## src/rtl/menshen_h2c_pkg.sv

```systemverilog
// menshen_h2c_pkg: shared tuser layout, FSM states and beat geometry for the QDMA H2C adapter
package menshen_h2c_pkg;
  localparam int BYTES_PER_BEAT = 64;
  localparam int TU_LEN_LSB = 0;
  localparam int TU_LEN_W = 16;
  localparam int TU_PORT_LSB = 16;
  localparam int TU_PORT_W = 3;
  localparam int TU_QID_LSB = 19;
  localparam int TU_QID_W = 11;
  localparam int TU_MDATA_LSB = 32;
  localparam int TU_MDATA_W = 32;
  localparam int TU_ERR_BIT = 64;
  typedef enum logic [1:0] {SOP, FWD, DROP} h2c_state_t;
endpackage

```

## src/rtl/axis_skid_buffer.sv

```systemverilog
// axis_skid_buffer: 2-entry register slice; ready is registered so it never depends on downstream ready
module axis_skid_buffer #(
  parameter int W = 8
) (
  input  logic         clk,
  input  logic         areset,
  input  logic         i_valid,
  output logic         o_ready,
  input  logic [W-1:0] i_data,
  output logic         o_valid,
  input  logic         i_ready,
  output logic [W-1:0] o_data
);
  logic [W-1:0] r_mem [2];
  logic         r_wp, r_rp, r_ready;
  logic [1:0]   r_cnt, w_cnt_nxt;
  logic         w_push, w_pop;
  assign w_push = i_valid && r_ready;
  assign w_pop = (r_cnt != 2'd0) && i_ready;
  assign w_cnt_nxt = r_cnt + 2'(w_push) - 2'(w_pop);
  assign o_ready = r_ready;
  assign o_valid = r_cnt != 2'd0;
  assign o_data = r_mem[r_rp];
  always_ff @(posedge clk or posedge areset) begin
    if (areset) begin
      r_cnt <= '0;
      r_wp <= 1'b0;
      r_rp <= 1'b0;
      r_ready <= 1'b0;
    end else begin
      r_cnt <= w_cnt_nxt;
      r_ready <= w_cnt_nxt != 2'd2;
      if (w_push) r_wp <= ~r_wp;
      if (w_pop) r_rp <= ~r_rp;
    end
  end
  always_ff @(posedge clk) begin
    if (w_push) r_mem[r_wp] <= i_data;
  end
endmodule

```

## src/rtl/qdma_h2c_adapter.sv

```systemverilog
// qdma_h2c_adapter: QDMA H2C (mty/sideband) to Menshen tkeep/tuser stream with
// error/zero-byte filtering, per-packet length and traffic statistics.
module qdma_h2c_adapter
  import menshen_h2c_pkg::*;
#(
  parameter int DATA_W = 512,
  parameter int TUSER_W = 128,
  parameter int CNT_W = 32
) (
  input  logic                clk,
  input  logic                areset,
  input  logic                s_axis_qdma_h2c_tvalid,
  output logic                s_axis_qdma_h2c_tready,
  input  logic [DATA_W-1:0]   s_axis_qdma_h2c_tdata,
  input  logic                s_axis_qdma_h2c_tlast,
  input  logic [5:0]          s_axis_qdma_h2c_tuser_mty,
  input  logic [10:0]         s_axis_qdma_h2c_tuser_qid,
  input  logic [2:0]          s_axis_qdma_h2c_tuser_port_id,
  input  logic                s_axis_qdma_h2c_tuser_err,
  input  logic                s_axis_qdma_h2c_tuser_zero_byte,
  input  logic [31:0]         s_axis_qdma_h2c_tuser_mdata,
  output logic                m_axis_tvalid,
  input  logic                m_axis_tready,
  output logic [DATA_W-1:0]   m_axis_tdata,
  output logic [DATA_W/8-1:0] m_axis_tkeep,
  output logic                m_axis_tlast,
  output logic [TUSER_W-1:0]  m_axis_tuser,
  output logic [CNT_W-1:0]    stat_pkt_cnt,
  output logic [CNT_W-1:0]    stat_byte_cnt,
  output logic [CNT_W-1:0]    stat_drop_cnt
);
  localparam int KEEP_W = DATA_W / 8;
  localparam int SB_W = DATA_W + KEEP_W + 1 + TUSER_W;
  h2c_state_t         r_state, w_state_nxt;
  logic [15:0]        r_len, w_len;
  logic [CNT_W-1:0]   r_pkt_cnt, r_byte_cnt, r_drop_cnt;
  logic               w_ready, w_hs, w_last, w_to_drop, w_trunc, w_fwd, w_olast;
  logic               w_good_last, w_drop_end;
  logic [6:0]         w_bytes;
  logic [16:0]        w_sum;
  logic [KEEP_W-1:0]  w_keep;
  logic [TUSER_W-1:0] w_tuser;
  logic [SB_W-1:0]    w_sb_out;
  assign w_last = s_axis_qdma_h2c_tlast;
  assign w_hs = s_axis_qdma_h2c_tvalid && w_ready;
  // Beats after this one belong to a dropped packet (or this beat closes one).
  assign w_to_drop = (r_state == DROP) ||
                     (r_state == SOP && (s_axis_qdma_h2c_tuser_zero_byte || s_axis_qdma_h2c_tuser_err)) ||
                     (r_state == FWD && s_axis_qdma_h2c_tuser_err);
  always_ff @(posedge clk or posedge areset) begin
    if (areset) r_state <= SOP;
    else r_state <= w_state_nxt;
  end
  always_comb begin
    w_state_nxt = r_state;
    if (w_hs) w_state_nxt = w_last ? SOP : (w_to_drop ? DROP : FWD);
  end
  always_comb begin
    w_trunc = (r_state == FWD) && s_axis_qdma_h2c_tuser_err;
    w_fwd = w_hs && (r_state == FWD ||
            (r_state == SOP && !s_axis_qdma_h2c_tuser_zero_byte && !s_axis_qdma_h2c_tuser_err));
    w_olast = w_last || w_trunc;
    w_bytes = w_last ? 7'(BYTES_PER_BEAT) - {1'b0, s_axis_qdma_h2c_tuser_mty} : 7'(BYTES_PER_BEAT);
    w_sum = {1'b0, r_len} + {10'd0, w_bytes};
    w_len = w_sum[16] ? 16'hFFFF : w_sum[15:0];
    w_keep = w_last ? {KEEP_W{1'b1}} >> s_axis_qdma_h2c_tuser_mty : {KEEP_W{1'b1}};
    w_tuser = '0;
    w_tuser[TU_LEN_LSB +: TU_LEN_W] = w_olast ? w_len : 16'd0;
    w_tuser[TU_PORT_LSB +: TU_PORT_W] = s_axis_qdma_h2c_tuser_port_id;
    w_tuser[TU_QID_LSB +: TU_QID_W] = s_axis_qdma_h2c_tuser_qid;
    w_tuser[TU_MDATA_LSB +: TU_MDATA_W] = s_axis_qdma_h2c_tuser_mdata;
    w_tuser[TU_ERR_BIT] = w_trunc;
    w_good_last = w_fwd && w_last && !w_trunc;
    w_drop_end = w_hs && w_last && w_to_drop;
  end
  always_ff @(posedge clk or posedge areset) begin
    if (areset) begin
      r_len <= '0;
      r_pkt_cnt <= '0;
      r_byte_cnt <= '0;
      r_drop_cnt <= '0;
    end else begin
      if (w_hs) r_len <= w_last ? 16'd0 : w_len;
      if (w_good_last) r_pkt_cnt <= r_pkt_cnt + 1'b1;
      if (w_good_last) r_byte_cnt <= r_byte_cnt + CNT_W'(w_len);
      if (w_drop_end) r_drop_cnt <= r_drop_cnt + 1'b1;
    end
  end
  axis_skid_buffer #(.W(SB_W)) u_skid (
    .clk     (clk),
    .areset  (areset),
    .i_valid (w_fwd),
    .o_ready (w_ready),
    .i_data  ({s_axis_qdma_h2c_tdata, w_keep, w_olast, w_tuser}),
    .o_valid (m_axis_tvalid),
    .i_ready (m_axis_tready),
    .o_data  (w_sb_out)
  );
  assign {m_axis_tdata, m_axis_tkeep, m_axis_tlast, m_axis_tuser} = w_sb_out;
  assign s_axis_qdma_h2c_tready = w_ready;
  assign stat_pkt_cnt = r_pkt_cnt;
  assign stat_byte_cnt = r_byte_cnt;
  assign stat_drop_cnt = r_drop_cnt;
endmodule
```

## config.mk

```make
export PLATFORM = sky130hd
export DESIGN_NAME = qdma_h2c_adapter
export DESIGN_NICKNAME = d
export VERILOG_FILES = /design/src/rtl/menshen_h2c_pkg.sv /design/src/rtl/axis_skid_buffer.sv /design/src/rtl/qdma_h2c_adapter.sv
export SDC_FILE = /design/constraint.sdc
export NUM_CORES = 1
export LEC_CHECK = 0
export BUFFER_PORTS_ARGS = -buffer_cell sky130_fd_sc_hd__buf_4
export CAP_MARGIN = 20
export CORE_AREA = 2 2 537 539
export CTS_CLUSTER_SIZE = 12
export DETAILED_ROUTE_END_ITERATION = 7
export DIE_AREA = 0 0 539 541
export PLACE_DENSITY = 0.38
export SYNTH_ARGS = -nofsm -noshare
export SYNTH_HDL_FRONTEND = slang
export SYNTH_HIERARCHICAL = 1
export SYNTH_SLANG_ARGS = --single-unit
```

## constraint.sdc

```tcl
create_clock -name clk -period 38 [get_ports clk]
set_input_delay 9.5 -clock clk [delete_from_list [all_inputs] [get_ports clk]]
set_output_delay 9.5 -clock clk [all_outputs]
set_load 0.05 [all_outputs]
```

==> impl_results.md, run 1 <==
* Area Growth Syn to Fin at 34.63%
* Final hold slack at 470.7 ps
* Critical path class: flip-flop to output port
* IO Port Bufs at ~1400
* Crit Path Max Fanout at 101
* Post-CTS resize count at 0
* Clock Root Buffer: clkbuf_16
* Hold buffer count at CTS at 0
* Crit path capture type: output port
* Reg2Reg Depth at 9
* Setup Skew at 77.72 ps
* Sequential cell area at 45320 sq um
* Per-cell routed wire length at approximately 25 um
* Least-Margin Pin Slew at between 1000 and 1500 ps
* Slew HR at ~32%
* Top cells by area, synth: edfxtp_1 (71%), mux2_4 (8.6%), mux2_2 (7.0%), dfrtp_1 (5.0%), xnor2_1 (0.97%)
* Primary FF master, synth: edfxtp_1
* Final setup violation count at 0
* Filler cells at 29087
* Setup_tns at 0 ps
* Placer Congestion at between 0.7 and 0.8
* Pins Over Slew Limit at 0
* Most frequent cells in the layout: edfxtp_1 (1410), buf_4 (1403), mux2_2 (370)
* Antenna violation net count after detailed routing at 0
* Post-synthesis cell area at about 60000 sq um
* Yosys top cell area share at 71.00%
* Post-DP HPWL at approximately 160000 um
* F_max at around 58 MHz
* Multi-input logic area at around 14000 sq um
* Register area share after synthesis at between 70% and 80%
* Nets@finish at ~5200
* Initial antenna violation count at 78
* Ports at roughly 1400
* Most common cell after layout, fill and taps aside: edfxtp_1
* DRT Pass-1 Iters at 5
* Post-DP Area at between 70000 and 80000 sq um
* Worst hold path depth at 1
* Nature of the critical path startpoint: flip-flop
* Final Hold Vio Count at 0
* Vias in the first global route at between 30000 and 40000
* Die X at about 540 um
* Worst-skew pair later-pin latency at 840 ps
* EDFF count, synth at between 1000 and 1500
* # H-tree levels at 4
* Iteration-0 DRC Markers at slightly above 2000
* DR DRC count at 0
* Fraction of registers with async set/reset at a little under 8%
* GRT Total Usage at 14.03%
* Placeable Area at 286400 sq um
* CTS Buffer Depth at 4
* Post-layout min period at 17350 ps
* Row cnt at a little under 200
* First-pass GRT wire length at around 290000 um
* CTS buffer count at 187
* Die Area at between 200000 and 300000 sq um
* Syn avg cell area at 19.74 sq um
* Design Area, Final at ~80000 sq um
* Clk pin slew, worst setup/hold paths at ~60 ps
* Yosys cell types at 65
* Total Routed Length at approximately 210000 um
* Leading area contributor after synthesis: edfxtp_1
* Period utilization at 45.67%
* Number of max-cap violations at 0
* Chip height at around 540 um
* RSZ-0062 raised after global routing: false
* Vias/cell at about 3.9
* Crit path required time at about 29000 ps
* Setup Buffers After CTS at 0
* CP max stage delay at ~890 ps
* Arr. time, crit path at roughly 7900 ps
* CTS tree: built
* Reg2Reg Setup Slack at 31440 ps
* Largest net degree at the start of global routing at 140
* VDD IR max at around 0.052 mV
* Sink Count at around 1500
* Outcome: completed
* Grt total ovfl at 0
* Initial Util at a little over a fifth
* Share of layout cells above drive strength 1 at around half
* P per Cell Area at ~77 nW/um^2
* YS warnings at 6
* Synth Instances at approximately 3000
* Leakage power at between 30 and 40 nW
* CP max stage cell: buf_4
* Hold WC Path Type: flip-flop to flip-flop
* Vias at roughly 33000
* Crit-path cells: buf_4, buf_4, buf_4, buf_4, buf_4, buf_4, buf_12, mux2_2, buf_4
* Synth Register Bits at around 1500
* Cell mode on critical path: buf_4
[routing by layer]
metal  vias to the layer above  global-route usage, %  wire, um
li1                      14868                      -         -
met1                     16565                  16.91     86810
met2                      1315                  22.89     99830
met3                       349                  5.994     20930
met4                        42                  3.582      5459
met5                         -                      0       293
[synthesized netlist by cell type (3+ instances only)]
master / n
buf_6: 39
edfxtp_1: 1410
nor4_1: 4
a21oi_1: 65
nand3_1: 39
and2_1: 28
a211o_1: 4
a211oi_1: 7
a31o_2: 3
buf_4: 30
xor2_1: 31
mux2_4: 340
nor3b_1: 3
nor2b_1: 9
nor3_1: 10
nand2b_1: 8
inv_1: 30
a31oi_1: 3
and4_1: 8
o211ai_1: 3
xnor2_1: 66
and3_1: 23
or3_1: 3
nor2_1: 51
buf_2: 11
nand2_1: 102
mux2i_1: 3
dfrtp_1: 119
nand4_1: 26
clkbuf_1: 31
nor4b_1: 3
o21bai_1: 3
or2_2: 5
o21a_1: 11
a21o_1: 6
o21ai_0: 41
ha_1: 30
mux2_2: 370
o31ai_1: 7
[state kept, by name, summed over array words and instances, names as in the netlist]
register        cells
u_skid/r_rp         1
u_skid/r_cnt        2
r_state             2
stat_pkt_cnt       32
u_skid/r_mem     1410
u_skid/r_wp         1
u_skid/o_ready      1
stat_drop_cnt      32
r_len              16
stat_byte_cnt      32
[cells by family after synthesis]
group | Yosys count | synth area share (%)
DFF | 1529 | 75.99
muxes | 713 | 15.60
adders and majority gates | 32 | 0.6966
xor gates and xnor gates | 97 | 1.425
AOI/OAI and AO/OA | 179 | 1.888
other | 2 | 0.01259
buffers and inverters | 141 | 1.590
and+or+nand+nor | 328 | 2.797
[report_power, final]
group | total [W] | switching [W] | internal [W]
clock | 0.00164 | 0.000694 | 0.000944
sequential | 0.00207 | 0.0000594 | 0.00201
combinational | 0.00245 | 0.00165 | 0.000802
[layout make-up]
cell class / count / share of cell area [%]
Sequential cell: 1529 / 56.45
Multi-Input combinational cell: 1481 / 17.28
Timing Repair Buffer: 1409 / 13.28
Clock buffer: 245 / 6.190
Tap cell: 3781 / 5.893
Clock inverter: 87 / 0.7169
Inverter: 30 / 0.1434
Antenna cell: 14 / 0.04364
[stage by stage]
| stage | instances | util, % | total power [W] | setup slack [ps] |
|---|---|---|---|---|
| floorplan | 3151 | - | 0.003925 | 8808 |
| global placement | 8229 | 26.07 | 0.004596 | 21260 |
| detailed placement | 8229 | 26.07 | 0.004598 | 21250 |
| CTS | 8561 | 28.01 | 0.006278 | 20290 |
| global route | 8565 | 28.02 | 0.006412 | 20030 |
| finish | 8576 | 28.03 | 0.006160 | 20650 |
[worst paths after layout]
| kind | to | startpoint |
|---|---|---|
| worst min register to register | stat_drop_cnt[31] | stat_drop_cnt[31] |
| worst max-delay path | m_axis_tdata[36] | u_skid/r_rp |
| max in group asynchronous | stat_pkt_cnt[7] | areset |
| worst min-delay path | stat_drop_cnt[31] | stat_drop_cnt[31] |
| min in group asynchronous | u_skid/r_cnt[0] | areset |
| worst max register to register | u_skid/r_mem[0][235] | u_skid/o_ready |
[worst max-delay path, delay by kind of cell (launching register included)]
| family | cells | cell delay [ps] |
|---|---|---|
| buf+inv | 8 | 5510 |
| flops | 1 | 740 |
| mux | 1 | 420 |
No activity file was read; power rests on OpenSTA's default activity.
==> run 2: changes to the inputs <==
--- a/config.mk
+++ b/config.mk
@@ -5,13 +5,14 @@
 export SDC_FILE = /design/constraint.sdc
 export NUM_CORES = 1
 export LEC_CHECK = 0
+export ABC_AREA = 1
 export BUFFER_PORTS_ARGS = -buffer_cell sky130_fd_sc_hd__buf_4
 export CAP_MARGIN = 20
-export CORE_AREA = 2 2 537 539
+export CORE_AREA = 2 2 533 535
 export CTS_CLUSTER_SIZE = 12
 export DETAILED_ROUTE_END_ITERATION = 7
-export DIE_AREA = 0 0 539 541
-export PLACE_DENSITY = 0.38
+export DIE_AREA = 0 0 535 537
+export PLACE_DENSITY = 0.4
 export SYNTH_ARGS = -nofsm -noshare
 export SYNTH_HDL_FRONTEND = slang
 export SYNTH_HIERARCHICAL = 1
==> constraint.sdc (replaced) <==
create_clock -name clk -period 14.9 [get_ports clk]
set_input_delay 3.725 -clock clk [delete_from_list [all_inputs] [get_ports clk]]
set_output_delay 3.725 -clock clk [all_outputs]
set_load 0.05 [all_outputs]
==> run 2 against run 1 <==
- synthesized cell count rose by 67%
- via count rose by 26%
- critical path depth fell by 3
- highest routed layer unchanged
==> impl_results.md, run 2 <==
* Outcome: completed
* Fraction of registers with async set/reset at under 10%
* Total Routed Length at between 200000 and 250000 um
* R2r endpoint: u_skid/r_mem[0][517]
* Yosys cell types at 43
* Vias at between 40000 and 50000
* Critical Path Start: u_skid/r_rp
* Final hold slack at between 400 and 500 ps
* Initial antenna violation count at around 130
* Hold Crit Endpoint: r_len[0]
* Leading area contributor after synthesis: edfxtp_1
* Placeable Area at ~280000 sq um
* Top cells by area, synth: edfxtp_1 (70%), nand2_1 (16%), dfrtp_1 (5.0%), inv_1 (1.2%), nand3_1 (0.82%)
* Leakage power at about 34 nW
* Period utilization at 55.85%
* Slew HR at 19.32%
* Worst-skew pair later-pin latency at ~860 ps
* Crit path required time at around 11000 ps
* Hold WC Path Type: flip-flop to flip-flop
* Dpl cells at around 10000
* Hold buffer count at CTS at 0
* Worst hold path depth at 2
* Top-count cell post-synth: nand2_1
* Gr busiest metal: met2
* Vias/cell at around 4.0
* GRT Total Usage at between 10% and 20%
* Post-place setup slack at ~6800 ps
* First-pass GRT wire length at 326700 um
* Register area share after synthesis at between 70% and 80%
* Iteration-0 DRC Markers at ~2700
* YS warnings at 6
* Area Growth Syn to Fin at 34.52%
* Setup_tns at 0 ps
* Filler cells at slightly below 30000
* CTS tree: built
* Synth Instances at roughly 5000
* Arr. time, crit path at around 4600 ps
* Most instantiated cells after synthesis: nand2_1 (2628), edfxtp_1 (1410), inv_1 (189)
* Post-route setup slack at 6578 ps
* Yosys top cell area share at between 70% and 80%
* Initial Util at a little over a fifth
* F_max at ~120 MHz
* P per Cell Area at around 220 nW/um^2
* IO Port Bufs at about 1400
* Post-layout min period at 8322 ps
* Pins Over Slew Limit at 0
* Crit Path Max Fanout at around 80
* Per-cell routed wire length at ~23 um
* Design Area, Final at ~80000 sq um
* Setup Buffers After CTS at 0
* Post-CTS resize count at 0
* RSZ-0062 raised after global routing: false
* Reg2reg start: u_skid/o_ready
* Post-DP Area at roughly 75000 sq um
* Most common cell after layout, fill and taps aside: nand2_1
* Final Hold Vio Count at 0
* DRT Pass-1 Iters at 7
* Largest register by flop count: u_skid/r_mem
* Max reg flops at approximately 1400
* Syn avg cell area at 11.93 sq um
* Die X at ~540 um
* Critical path class: flip-flop to output port
* Crit path capture type: output port
* CTS buffer count at between 150 and 200
* Final std cells w/o fill at 10519
* Number of max-cap violations at 0
* Setup Skew at approximately 55 ps
* Clock Root Buffer: clkbuf_16
* Primary FF master, synth: edfxtp_1
* Share of layout cells above drive strength 1 at approximately 25%
* Vias in the first global route at roughly 41000
* Post-synthesis cell area at about 60000 sq um
* Sink Count at 1529
* Clk pin slew, worst setup/hold paths at about 60 ps
* Synth Register Bits at 1529
* Die Area at approximately 290000 sq um
* Reg2Reg Depth at 7
* Antenna violation net count after detailed routing at 0
* M3 GR Usage at 6.796%
* Reg2Reg Setup Slack at 10890 ps
* EDFF count, synth at around 1400
* Row cnt at 195
* Final setup violation count at 0
* Hold_sp: r_len[0]
* DR DRC count at 0
* Grt met2 use at 27.86%
* Grt total ovfl at 0
* # H-tree levels at 4
* Nets@finish at around 7200
* Nature of the critical path startpoint: flip-flop
* Chip height at about 540 um
* Largest net degree at the start of global routing at 180
* Most frequent cells in the layout: nand2_1 (2624), edfxtp_1 (1410), buf_4 (1408)
* Post-DP HPWL at about 180000 um
* CTS Buffer Depth at 4
* M1 GR Usage at between 10% and 20%
* Placer Congestion at 0.8700
* Least-Margin Pin Slew at ~1200 ps
* Ports at roughly 1400
* VDD IR max at ~0.16 mV
## run 2: how the worst max path moves through the flow
stage / endpoint / depth (start not counted)
after global placement: stat_byte_cnt[24] / 22
after detailed placement: stat_byte_cnt[24] / 22
after floorplan: u_skid/r_mem[0][0] / 7
final: m_axis_tdata[83] / 6
after CTS: m_axis_tdata[83] / 6
after global routing: m_axis_tdata[98] / 6
## run 2: layer usage
layer,vias up,share of wire [%]
met5,-,0.071
met4,28,3.8
met3,441,10
met2,1567,51
met1,19904,35
li1,19766,-
## run 2: power by group
part           internal, W  total [W]  switching, W
registers          0.00516    0.00530      0.000145
clock network      0.00256    0.00440       0.00184
logic              0.00175    0.00778       0.00602
total              0.00947     0.0175       0.00801
## run 2: worst max-delay path, cell delays in order, from the launching register on
cell     delay, ps
dfrtp_4        820
buf_4          540
buf_4          740
buf_4          840
nand2_1        130
nand2_1        200
buf_4          240
## run 2: per-stage QoR
step	util [%]	total power (W)
CTS	28.69	0.01784
floorplan	-	0.01048
global placement	26.61	0.01335
detailed placement	26.61	0.01334
finish	28.73	0.01748
global route	28.72	0.01829
## run 2: final cells by class
type | count | area [sq um] | area share, %
clock inverter | 82 | 734.5 | 0.9088
tap | 3743 | 4683 | 5.795
sequential | 1529 | 45320 | 56.08
inverter | 194 | 738.2 | 0.9135
antenna | 42 | 105.1 | 0.1301
clock buffer | 257 | 5107 | 6.320
multi-input combinational | 3256 | 13390 | 16.57
timing repair buffer | 1416 | 10730 | 13.28
## run 2: cell families after synthesis
logic type	Yosys count	synth area share, %
and+or+nand+nor	2943	19.03
DFF	1529	75.44
buffers and inverters	379	3.168
AOI/OAI and AO/OA	86	0.7435
xor gates and xnor gates	63	0.9185
adders and majority gates	32	0.6915
other	2	0.01250
==> run 3: changes to the inputs <==
--- a/config.mk
+++ b/config.mk
@@ -5,13 +5,13 @@
 export SDC_FILE = /design/constraint.sdc
 export NUM_CORES = 1
 export LEC_CHECK = 0
-export ABC_AREA = 1
+export ABC_AREA = 0
 export BUFFER_PORTS_ARGS = -buffer_cell sky130_fd_sc_hd__buf_4
 export CAP_MARGIN = 20
-export CORE_AREA = 2 2 533 535
+export CORE_AREA = 2 2 531 533
 export CTS_CLUSTER_SIZE = 12
 export DETAILED_ROUTE_END_ITERATION = 7
-export DIE_AREA = 0 0 535 537
+export DIE_AREA = 0 0 533 535
 export PLACE_DENSITY = 0.4
 export SYNTH_ARGS = -nofsm -noshare
 export SYNTH_HDL_FRONTEND = slang
==> constraint.sdc (replaced) <==
create_clock -name clk -period 7.65 [get_ports clk]
set_input_delay 1.9125 -clock clk [delete_from_list [all_inputs] [get_ports clk]]
set_output_delay 1.9125 -clock clk [all_outputs]
set_load 0.05 [all_outputs]
==> run 3 against run 2 <==
- clock skew is 3.9 ps lower
- via count is 20% lower
- critical path depth is 10 higher
- non-clock buffer count is 9 higher
- utilization is 0.29 points higher
- flip-flop and latch count stayed put
- global-route usage is 2.0 points lower
- sequential share of layout area is 0.086 points lower
- die area is 0.74% lower
- sequential power is 94% higher
- first-iteration DRC count is 40% lower
- final cell count is 19% lower
- critical path type is now input port to flip-flop
- critical endpoint is now stat_byte_cnt[25]
- highest routed layer unchanged
==> impl_results.md, run 3 (same netlist as run 1, synthesis figures left out) <==
* Grt total ovfl at 0
* First-pass GRT wire length at 283600 um
* CTS Buffer Depth at 4
* Least-Margin Pin Slew at between 1000 and 1500 ps
* Dpl cells at 8188
* RSZ-0062 raised after global routing: false
* Post-CTS resize count at 0
* Hold buffer count at CTS at 0
* Per-cell routed wire length at between 20 and 25 um
* CTS tree: built
* Nature of the critical path startpoint: input port
* Ports at ~1400
* Area Growth Syn to Fin at 35.72%
* Leakage power at between 30 and 40 nW
* Setup Buffers After CTS at 0
* Final std cells w/o fill at 8553
* Antenna violation net count after detailed routing at 0
* Period utilization at between 70% and 80%
* Arr. time, crit path at around 6600 ps
* Worst-skew pair later-pin latency at roughly 850 ps
* Final hold slack at slightly below 500 ps
* DR DRC count at 0
* Initial Util at 21.38%
* Vias at 33182
* Clock Root Buffer: clkbuf_16
* Largest register by flop count: u_skid/r_mem
* Number of max-cap violations at 0
* F_max at roughly 170 MHz
* Total Routed Length at roughly 210000 um
* Iteration-0 DRC Markers at 1599
* Vias/cell at 3.880
* DRT Pass-1 Iters at 5
* Post-DP HPWL at between 150000 and 200000 um
* Pins Over Slew Limit at 0
* Vias in the first global route at 34290
* IO Port Bufs at roughly 1400
* CTS buffer count at roughly 190
* Slew HR at between 30% and 40%
* Setup Skew at 51.30 ps
* Placeable Area at 278900 sq um
* Crit path required time at between 8000 and 9000 ps
* Largest net degree at the start of global routing at 140
* Final Hold Vio Count at 0
* Sink Count at around 1500
* Critical path class: input port to flip-flop
* Clk pin slew, worst setup/hold paths at ~60 ps
* Share of layout cells above drive strength 1 at between 50% and 60%
* Post-layout min period at just under 6000 ps
* Crit Path Max Fanout at 18
* Nets@finish at about 5300
* Final setup violation count at 0
* Row cnt at around 190
* Initial antenna violation count at a little over 100
* Most frequent cells in the layout: edfxtp_1 (1410), buf_4 (1409), mux2_2 (370)
* Hold WC Path Type: flip-flop to flip-flop
* Max reg flops at approximately 1400
* P per Cell Area at between 300 and 400 nW/um^2
* Most common cell after layout, fill and taps aside: edfxtp_1
* Die X at 533 um
* Die Area at ~290000 sq um
* Outcome: completed
* Util after Layout at 29.02%
* Crit path capture type: flip-flop
* GRT Total Usage at approximately 14%
* VDD IR max at 0.2000 mV
* # H-tree levels at 4
* Placer Congestion at roughly 0.8
* Chip height at around 540 um
run 3: per-layer routing:
layer | global-route usage [%] | wire length (um)
met2 | 24.31 | 104100
met5 | 0 | 189
met4 | 5.278 | 8079
met1 | 14.90 | 75310
met3 | 7.039 | 23320
run 3: power by group:
part	total (W)	switching (W)	internal, W
sequential	0.0103	0.000325	0.00997
clock	0.00870	0.00359	0.00511
combinational	0.0123	0.00827	0.00402
run 3: per-stage QoR:
step	power (W)	TNS (ps)	worst slack [ps]	area, sq um
detailed placement	0.02300	0	1016	74890
global route	0.03256	0	1579	80920
CTS	0.03192	0	1878	80860
finish	0.03128	0	1758	80940
floorplan	0.01923	-6577160	-5734	60160
global placement	0.02300	0	1054	74890
run 3: worst paths after layout:
path | startpoint | end | slack (ps) | cells past startpoint
worst min-delay path | stat_drop_cnt[31] | stat_drop_cnt[31] | 480 | 1
max in group asynchronous | areset | stat_pkt_cnt[21] | 5390 | 4
worst min register to register | stat_drop_cnt[31] | stat_drop_cnt[31] | 480 | 1
worst max-delay path | s_axis_qdma_h2c_tuser_mty[3] | stat_byte_cnt[25] | 1760 | 16
min in group asynchronous | areset | u_skid/o_ready | 1010 | 2
worst max register to register | r_len[0] | stat_byte_cnt[25] | 3150 | 13
run 3: layout make-up:
class / instances / area (sq um)
repair buffers: 1425 / 10910
fillers: 27993 / 198000
well taps: 3724 / 4659
flip-flops and latches: 1529 / 45320
inverters: 30 / 115.1
multi-input cells: 1481 / 13910
clock buffers: 249 / 5079
clock inverters: 97 / 898.4
diodes: 18 / 45.04
run 3: worst max-delay path: stages:
cell and delay, ps:
buf_4 180, or2_2 390, nor2b_1 180, xnor2_1 70
and2_1 160, ha_1 400, o21a_1 160, o21ai_0 100
a21oi_1 670, and3_1 320, mux2_2 380, ha_1 380
a21o_1 210, o31ai_2 680, a211oi_1 200, xor2_1 190
